<file path="config.mk">
export PLATFORM = sky130hd
export DESIGN_NAME = seg_display_driver_flat
export DESIGN_NICKNAME = d
export VERILOG_FILES = /design/src/rtl/seg_display_driver_if.sv /design/src/rtl/seg_display_driver.sv /design/src/flat_wrapper.sv
export SDC_FILE = /design/constraint.sdc
export NUM_CORES = 1
export LEC_CHECK = 0
export ABC_CLOCK_PERIOD_IN_PS = 2050
export BUFFER_PORTS_ARGS = -buffer_cell sky130_fd_sc_hd__buf_2
export CORE_UTILIZATION = 55
export DETAILED_ROUTE_END_ITERATION = 8
export GPL_TIMING_DRIVEN = 0
export PLACE_DENSITY = 0.74
export SYNTH_ARGS = -nofsm -noshare
export SYNTH_HDL_FRONTEND = slang
export SYNTH_SLANG_ARGS = --single-unit
</file>
<file path="constraint.sdc">
create_clock -name clk -period 2.05 [get_ports clk]
set_clock_uncertainty 0.1 [all_clocks]
set_input_delay 0.1025 -clock clk [delete_from_list [all_inputs] [get_ports clk]]
set_output_delay 0.1025 -clock clk [all_outputs]
set_load 0.05 [all_outputs]
</file>
<file path="src/rtl/seg_display_driver_if.sv">
// Display-driver bus: binary value capture handshake plus the active-low display outputs.
// No logic; clk and reset stay as plain ports on the modules.
interface seg_display_driver_if #(
    parameter int WIDTH = 14
);
    logic [1:0]       digit_sel;
    logic [WIDTH-1:0] value;
    logic             load;
    logic             busy;
    logic [3:0]       an;
    logic [6:0]       seg;
    logic             dp;

    modport master (
        output digit_sel, value, load,
        input  busy, an, seg, dp
    );

    modport slave (
        input  digit_sel, value, load,
        output busy, an, seg, dp
    );
endinterface

</file>
<file path="src/rtl/seg_display_driver.sv">
// Binary-to-BCD (double-dabble) converter feeding a 4-digit active-low seven-segment display.
// Latency: WIDTH+2 cycles load-to-display; load ignored while busy. Macro LEADING_ZERO_BLANK_EN blanks leading zeros.
module seg_display_driver #(
    parameter int WIDTH = 14
) (
    input  logic               clk,
    input  logic               reset,
    seg_display_driver_if.slave bus
);
    typedef enum logic [1:0] {IDLE, CONVERT, DONE} state_t;

    localparam logic [3:0] CNT_LAST = 4'(WIDTH - 1);
    localparam logic [6:0] SEG_DASH = 7'b0111111;
    localparam logic [6:0] SEG_OFF  = 7'b1111111;

    state_t           state_q, state_d;
    logic [WIDTH-1:0] bin_q, bin_d;
    logic [15:0]      bcd_q, bcd_d, bcd_adj;
    logic [3:0]       cnt_q, cnt_d;
    logic             ovf_q, ovf_d;
    logic [15:0]      disp_bcd_q, disp_bcd_d;
    logic             disp_ovf_q, disp_ovf_d;
    logic [3:0]       an_q, an_d;
    logic [6:0]       seg_q, seg_d;
    logic [3:0]       nib;

    function automatic logic [6:0] seg_enc(input logic [3:0] n);
        case (n)
            4'd0:    seg_enc = 7'b1000000;
            4'd1:    seg_enc = 7'b1111001;
            4'd2:    seg_enc = 7'b0100100;
            4'd3:    seg_enc = 7'b0110000;
            4'd4:    seg_enc = 7'b0011001;
            4'd5:    seg_enc = 7'b0010010;
            4'd6:    seg_enc = 7'b0000010;
            4'd7:    seg_enc = 7'b1111000;
            4'd8:    seg_enc = 7'b0000000;
            4'd9:    seg_enc = 7'b0010000;
            default: seg_enc = SEG_OFF;
        endcase
    endfunction

    always_comb begin
        bcd_adj = bcd_q;
        for (int i = 0; i < 4; i++) begin
            if (bcd_q[i*4 +: 4] >= 4'd5) begin
                bcd_adj[i*4 +: 4] = bcd_q[i*4 +: 4] + 4'd3;
            end
        end
    end

    always_comb begin
        state_d    = state_q;
        bin_d      = bin_q;
        bcd_d      = bcd_q;
        cnt_d      = cnt_q;
        ovf_d      = ovf_q;
        disp_bcd_d = disp_bcd_q;
        disp_ovf_d = disp_ovf_q;
        case (state_q)
            IDLE: begin
                if (bus.load) begin
                    bin_d   = bus.value;
                    bcd_d   = '0;
                    cnt_d   = '0;
                    ovf_d   = (32'(bus.value) > 32'd9999);
                    state_d = CONVERT;
                end
            end
            CONVERT: begin
                {bcd_d, bin_d} = {bcd_adj, bin_q} << 1;
                cnt_d          = cnt_q + 4'd1;
                if (cnt_q == CNT_LAST) begin
                    state_d = DONE;
                end
            end
            DONE: begin
                // Whole result lands in one edge so the display never shows a partial value.
                disp_bcd_d = bcd_q;
                disp_ovf_d = ovf_q;
                state_d    = IDLE;
            end
            default: state_d = IDLE;
        endcase
    end

`ifdef LEADING_ZERO_BLANK_EN
    logic [15:0] upper;
`endif

    always_comb begin
        nib   = disp_bcd_q[{bus.digit_sel, 2'b00} +: 4];
        an_d  = ~(4'b0001 << bus.digit_sel);
        seg_d = disp_ovf_q ? SEG_DASH : seg_enc(nib);
`ifdef LEADING_ZERO_BLANK_EN
        upper = disp_bcd_q >> {bus.digit_sel, 2'b00};
        if (upper == 16'd0 && bus.digit_sel != 2'd0 && !disp_ovf_q) begin
            an_d  = 4'b1111;
            seg_d = SEG_OFF;
        end
`endif
    end

    always_ff @(posedge clk) begin
        if (reset) begin
            state_q    <= IDLE;
            bin_q      <= '0;
            bcd_q      <= '0;
            cnt_q      <= '0;
            ovf_q      <= 1'b0;
            disp_bcd_q <= '0;
            disp_ovf_q <= 1'b0;
            an_q       <= 4'b1111;
            seg_q      <= SEG_OFF;
        end else begin
            state_q    <= state_d;
            bin_q      <= bin_d;
            bcd_q      <= bcd_d;
            cnt_q      <= cnt_d;
            ovf_q      <= ovf_d;
            disp_bcd_q <= disp_bcd_d;
            disp_ovf_q <= disp_ovf_d;
            an_q       <= an_d;
            seg_q      <= seg_d;
        end
    end

    assign bus.busy = (state_q != IDLE);
    assign bus.an   = an_q;
    assign bus.seg  = seg_q;
    assign bus.dp   = 1'b1;
endmodule

</file>
<file path="src/flat_wrapper.sv">
// flat-port wrapper written by rule: the top's interface ports become plain ports
module seg_display_driver_flat 
#(
    parameter int WIDTH = 14
)
  (clk, reset, bus_digit_sel, bus_value, bus_load, bus_busy, bus_an, bus_seg, bus_dp);
  seg_display_driver_if #(.WIDTH(WIDTH)) bus_i ();
  input  logic clk;
  input  logic reset;
  input wire logic [$bits(bus_i.digit_sel)-1:0] bus_digit_sel;
  input wire logic [$bits(bus_i.value)-1:0] bus_value;
  input wire logic [$bits(bus_i.load)-1:0] bus_load;
  output wire logic [$bits(bus_i.busy)-1:0] bus_busy;
  output wire logic [$bits(bus_i.an)-1:0] bus_an;
  output wire logic [$bits(bus_i.seg)-1:0] bus_seg;
  output wire logic [$bits(bus_i.dp)-1:0] bus_dp;
  assign bus_i.digit_sel = bus_digit_sel;
  assign bus_i.value = bus_value;
  assign bus_i.load = bus_load;
  assign bus_busy = bus_i.busy;
  assign bus_an = bus_i.an;
  assign bus_seg = bus_i.seg;
  assign bus_dp = bus_i.dp;
  seg_display_driver #(.WIDTH(WIDTH)) u_core (.clk(clk), .reset(reset), .bus(bus_i));
endmodule
</file>
==> impl_results.md <==
* Cells along the critical path: dlygate4sd3_1, buf_6, mux4_2, buf_4, ha_1, o31ai_1, o21bai_2
* Core footprint at about 0.0055 sq mm
* Post-DP Area at about 0.0034 sq mm
* Worst vdd ir at roughly 430 uV
* Cell family with the largest share of critical-path delay: buffers and inverters
* Die width at around 78 um
* Worst Slack Setup Final at between 0.1 and 0.15 ns
* Unique masters post-synth at 43
* Seq/Total Area, Yosys at 0.411
* Slew HR at 0.601
* Number of detailed-route iterations in the first pass at 4
* Post-Syn Instances at between 300 and 400
* # rows at 27
* Synthesized cell area at roughly 0.0032 sq mm
* Layout cells sized above 1 at 0.167
* Total CTS buffers at 9
* Post-layout util at 0.652
* Placer Congestion at between 0.7 and 0.8
* Largest net degree at the start of global routing at 12
* Antenna violations before repair at 0
* Final period util at 0.942
* Setup TNS at 0 ns
* CTS max path bufs at 2
* Mean area per synthesized cell at ~8 sq um
* Setup violators final at 0
* Port buffer count at 27
* Required time worst endpoint at 2.18 ns
* Antenna viol nets, final at 0
* H-tree depth at 3
* Clock sinks at between 60 and 70
* Ant. Diodes at 0
* FILL cells at between 500 and 600
* Starting Density at 0.572
* Hold Slack at roughly 0.020 ns
* Reg clk slew, reported paths at approximately 0.070 ns
* Post-synth EDFFs at 0
* Clock Latency Late Sink at around 0.34 ns
* LEAKAGE at between 0.001 and 0.0015 uW
* Max Cap Violations at 0
* Hpwl dp at a little under 5000 um
* YS warnings at 0
* Status: finished clean
* Max-slew violation count at 0
* WS Path Type: in2reg
* Final WL at roughly 7000 um
* Slowest-stage cell, CP: dlygate4sd3_1
* Die height at 77.9 um
* Die area at approximately 0.0061 sq mm
* Top cell type's share of synthesized area at 0.411
* Top FF cell, synth: dfxtp_1
* Post-Place Setup Slack at between 0.2 and 0.3 ns
* Total Routing Usage GR at 0.259
* Num ports at 32
* Tightest Pin Transition at about 0.60 ns
* CTS tree: built
* Final min period at 1.93 ns
* Vias per cell at 5.37
* Clk root buf: clkbuf_8
* FFs w/ async S/R, synth at 0
* Initial DRC Count at about 110
* Worst setup EP type: register
* Buf/Inv on CP at 3
* Synth-to-Final Area Change at 14.1%
* Vias in the first global route at 2,627
* RSZ-0062 raised after global routing: no
* Remaining DRCs at 0
* Wire length of the first global-routing pass at between 10,000 and 15,000 um
* Max incr delay on CP at between 0.5 and 0.6 ns
* Endpoints failing hold at 0
* GRT overflow at 0
* Synth area leader: dfxtp_1
* Arrival time at the worst endpoint at between 2 and 2.5 ns
* DR vias at between 2,000 and 3,000
* Flops & latches, synth at between 60 and 70
* Final Cell Area at 0.00361 sq mm
* WL/cell at roughly 14 um
* Power density over the cells at between 700 and 800 mW/mm^2
* Startpoint Class: input port
* Mapped Nets at about 430
* Max frequency at between 0.5 and 0.6 GHz
* Crit-path max FO at 8
* Final #Nets at 468
* Top area cells in the synthesized netlist: dfxtp_1, a21oi_1, nor2_1
* Class of the worst hold path: in2reg
Yosys cell counts, drive strengths merged (2+ instances only):
| cell type | instances |
|---|---|
| and2 | 2 |
| o21bai | 2 |
| nand2 | 49 |
| o21ai | 13 |
| nand3 | 11 |
| a21o | 3 |
| dfxtp | 65 |
| nor2b | 8 |
| buf | 15 |
| a21oi | 56 |
| mux4 | 4 |
| xnor2 | 7 |
| nor3 | 5 |
| o221a | 7 |
| nor2 | 55 |
| a32oi | 3 |
| a22oi | 5 |
| a2111oi | 6 |
| o211ai | 3 |
| ha | 16 |
| inv | 21 |
| nand2b | 6 |
| clkbuf | 15 |
logic make-up (layout without fill, tap and decap cells):
group,count (synthesis),in the layout,share of synthesized area
AOI/OAI and AO/OA,103,103,0.203
xor gates and xnor gates,8,8,0.0221
adders and majority gates,16,16,0.0632
buffers and inverters,51,98,0.0727
DFF,65,65,0.411
muxes,5,5,0.0328
other,1,1,0.00118
and+or+nand+nor,142,142,0.194
power by group:
group	internal (uW)	total, uW	switching (uW)
Clock	555	1050	498
Combinational	92.4	278	185
Sequential	1300	1330	24.2
Total	1950	2660	707
worst reg2reg max path: cells and delay by family, from the launching register on:
| kind | cells | cell delay, ns |
|---|---|---|
| AO/OA/AOI/OAI | 2 | 0.35 |
| flip-flops | 1 | 0.32 |
| adder cells (fa/ha/maj) | 1 | 0.18 |
| buffers and inverters | 1 | 0.18 |
| multiplexers | 1 | 0.48 |
placed cells by master (no fill, tap or decap), drive strengths merged, types with 6 or more instances in the layout:
cell / synthesis / final
inv: 21 / 21
dfxtp: 65 / 65
xnor2: 7 / 7
a2111oi: 6 / 6
o221a: 7 / 7
ha: 16 / 16
buf: 15 / 43
a21oi: 56 / 56
o21ai: 13 / 13
nand3: 11 / 11
nand2b: 6 / 6
nand2: 49 / 49
nor2: 55 / 55
clkbuf: 15 / 25
nor2b: 8 / 8
final timing paths:
check | from | end | slack, ns | cells after the start
setup reg to reg | u_core.disp_bcd_q[9]$_SDFFE_PP0N_ | u_core.bus.seg[6]$_SDFF_PP1_ | 0.32 | 5
setup / recovery | bus_digit_sel[0] | u_core.bus.seg[6]$_SDFF_PP1_ | 0.12 | 7
hold / removal | reset | u_core.bus.an[2]$_SDFF_PP1_ | 0.02 | 2
hold reg to reg | u_core.disp_bcd_q[1]$_SDFFE_PP0N_ | u_core.disp_bcd_q[1]$_SDFFE_PP0N_ | 0.36 | 2
final cells by class:
type,count,area (sq um),share of cell area
Tap cell,72,90.1,0.0249
Buffer,30,151,0.0419
Multi-Input combinational cell,275,1630,0.452
Sequential cell,65,1300,0.360
Inverter,21,78.8,0.0218
Clock inverter,6,58.8,0.0163
Timing Repair Buffer,31,173,0.0478
Clock buffer,10,128,0.0353
registers in the layout (all words and copies together) (netlist names):
name,count
u_core.cnt_q,4
u_core.bin_q,14
u_core.disp_ovf_q,1
u_core.bus.seg,7
u_core.ovf_q,1
u_core.bus.an,4
u_core.disp_bcd_q,16
u_core.bcd_q,16
u_core.state_q,2
per-layer routing:
metal / GRT usage / vias to the layer above / part of all wire
met5: 0 / - / 0
met4: 0.119 / 0 / 0.018
met3: 0.0400 / 11 / 0.049
met2: 0.444 / 70 / 0.48
met1: 0.318 / 1249 / 0.45
li1: - / 1411 / -
through the flow:
stage | total power, uW | instances
floorplan | 1550 | 391
global placement | 1620 | 490
detailed placement | 1630 | 490
CTS | 2670 | 509
global route | 2750 | 510
finish | 2660 | 510
what timing repair did:
item | 4_1_cts | 5_1_grt
gates resized for setup | 0 | 1
buffers inserted | 0 | 1
hold endpoints to repair | 6 | 0
setup endpoints to repair | 0 | 5
hold buffers | 3 | 0
No activity file was read; power rests on OpenSTA's default activity.
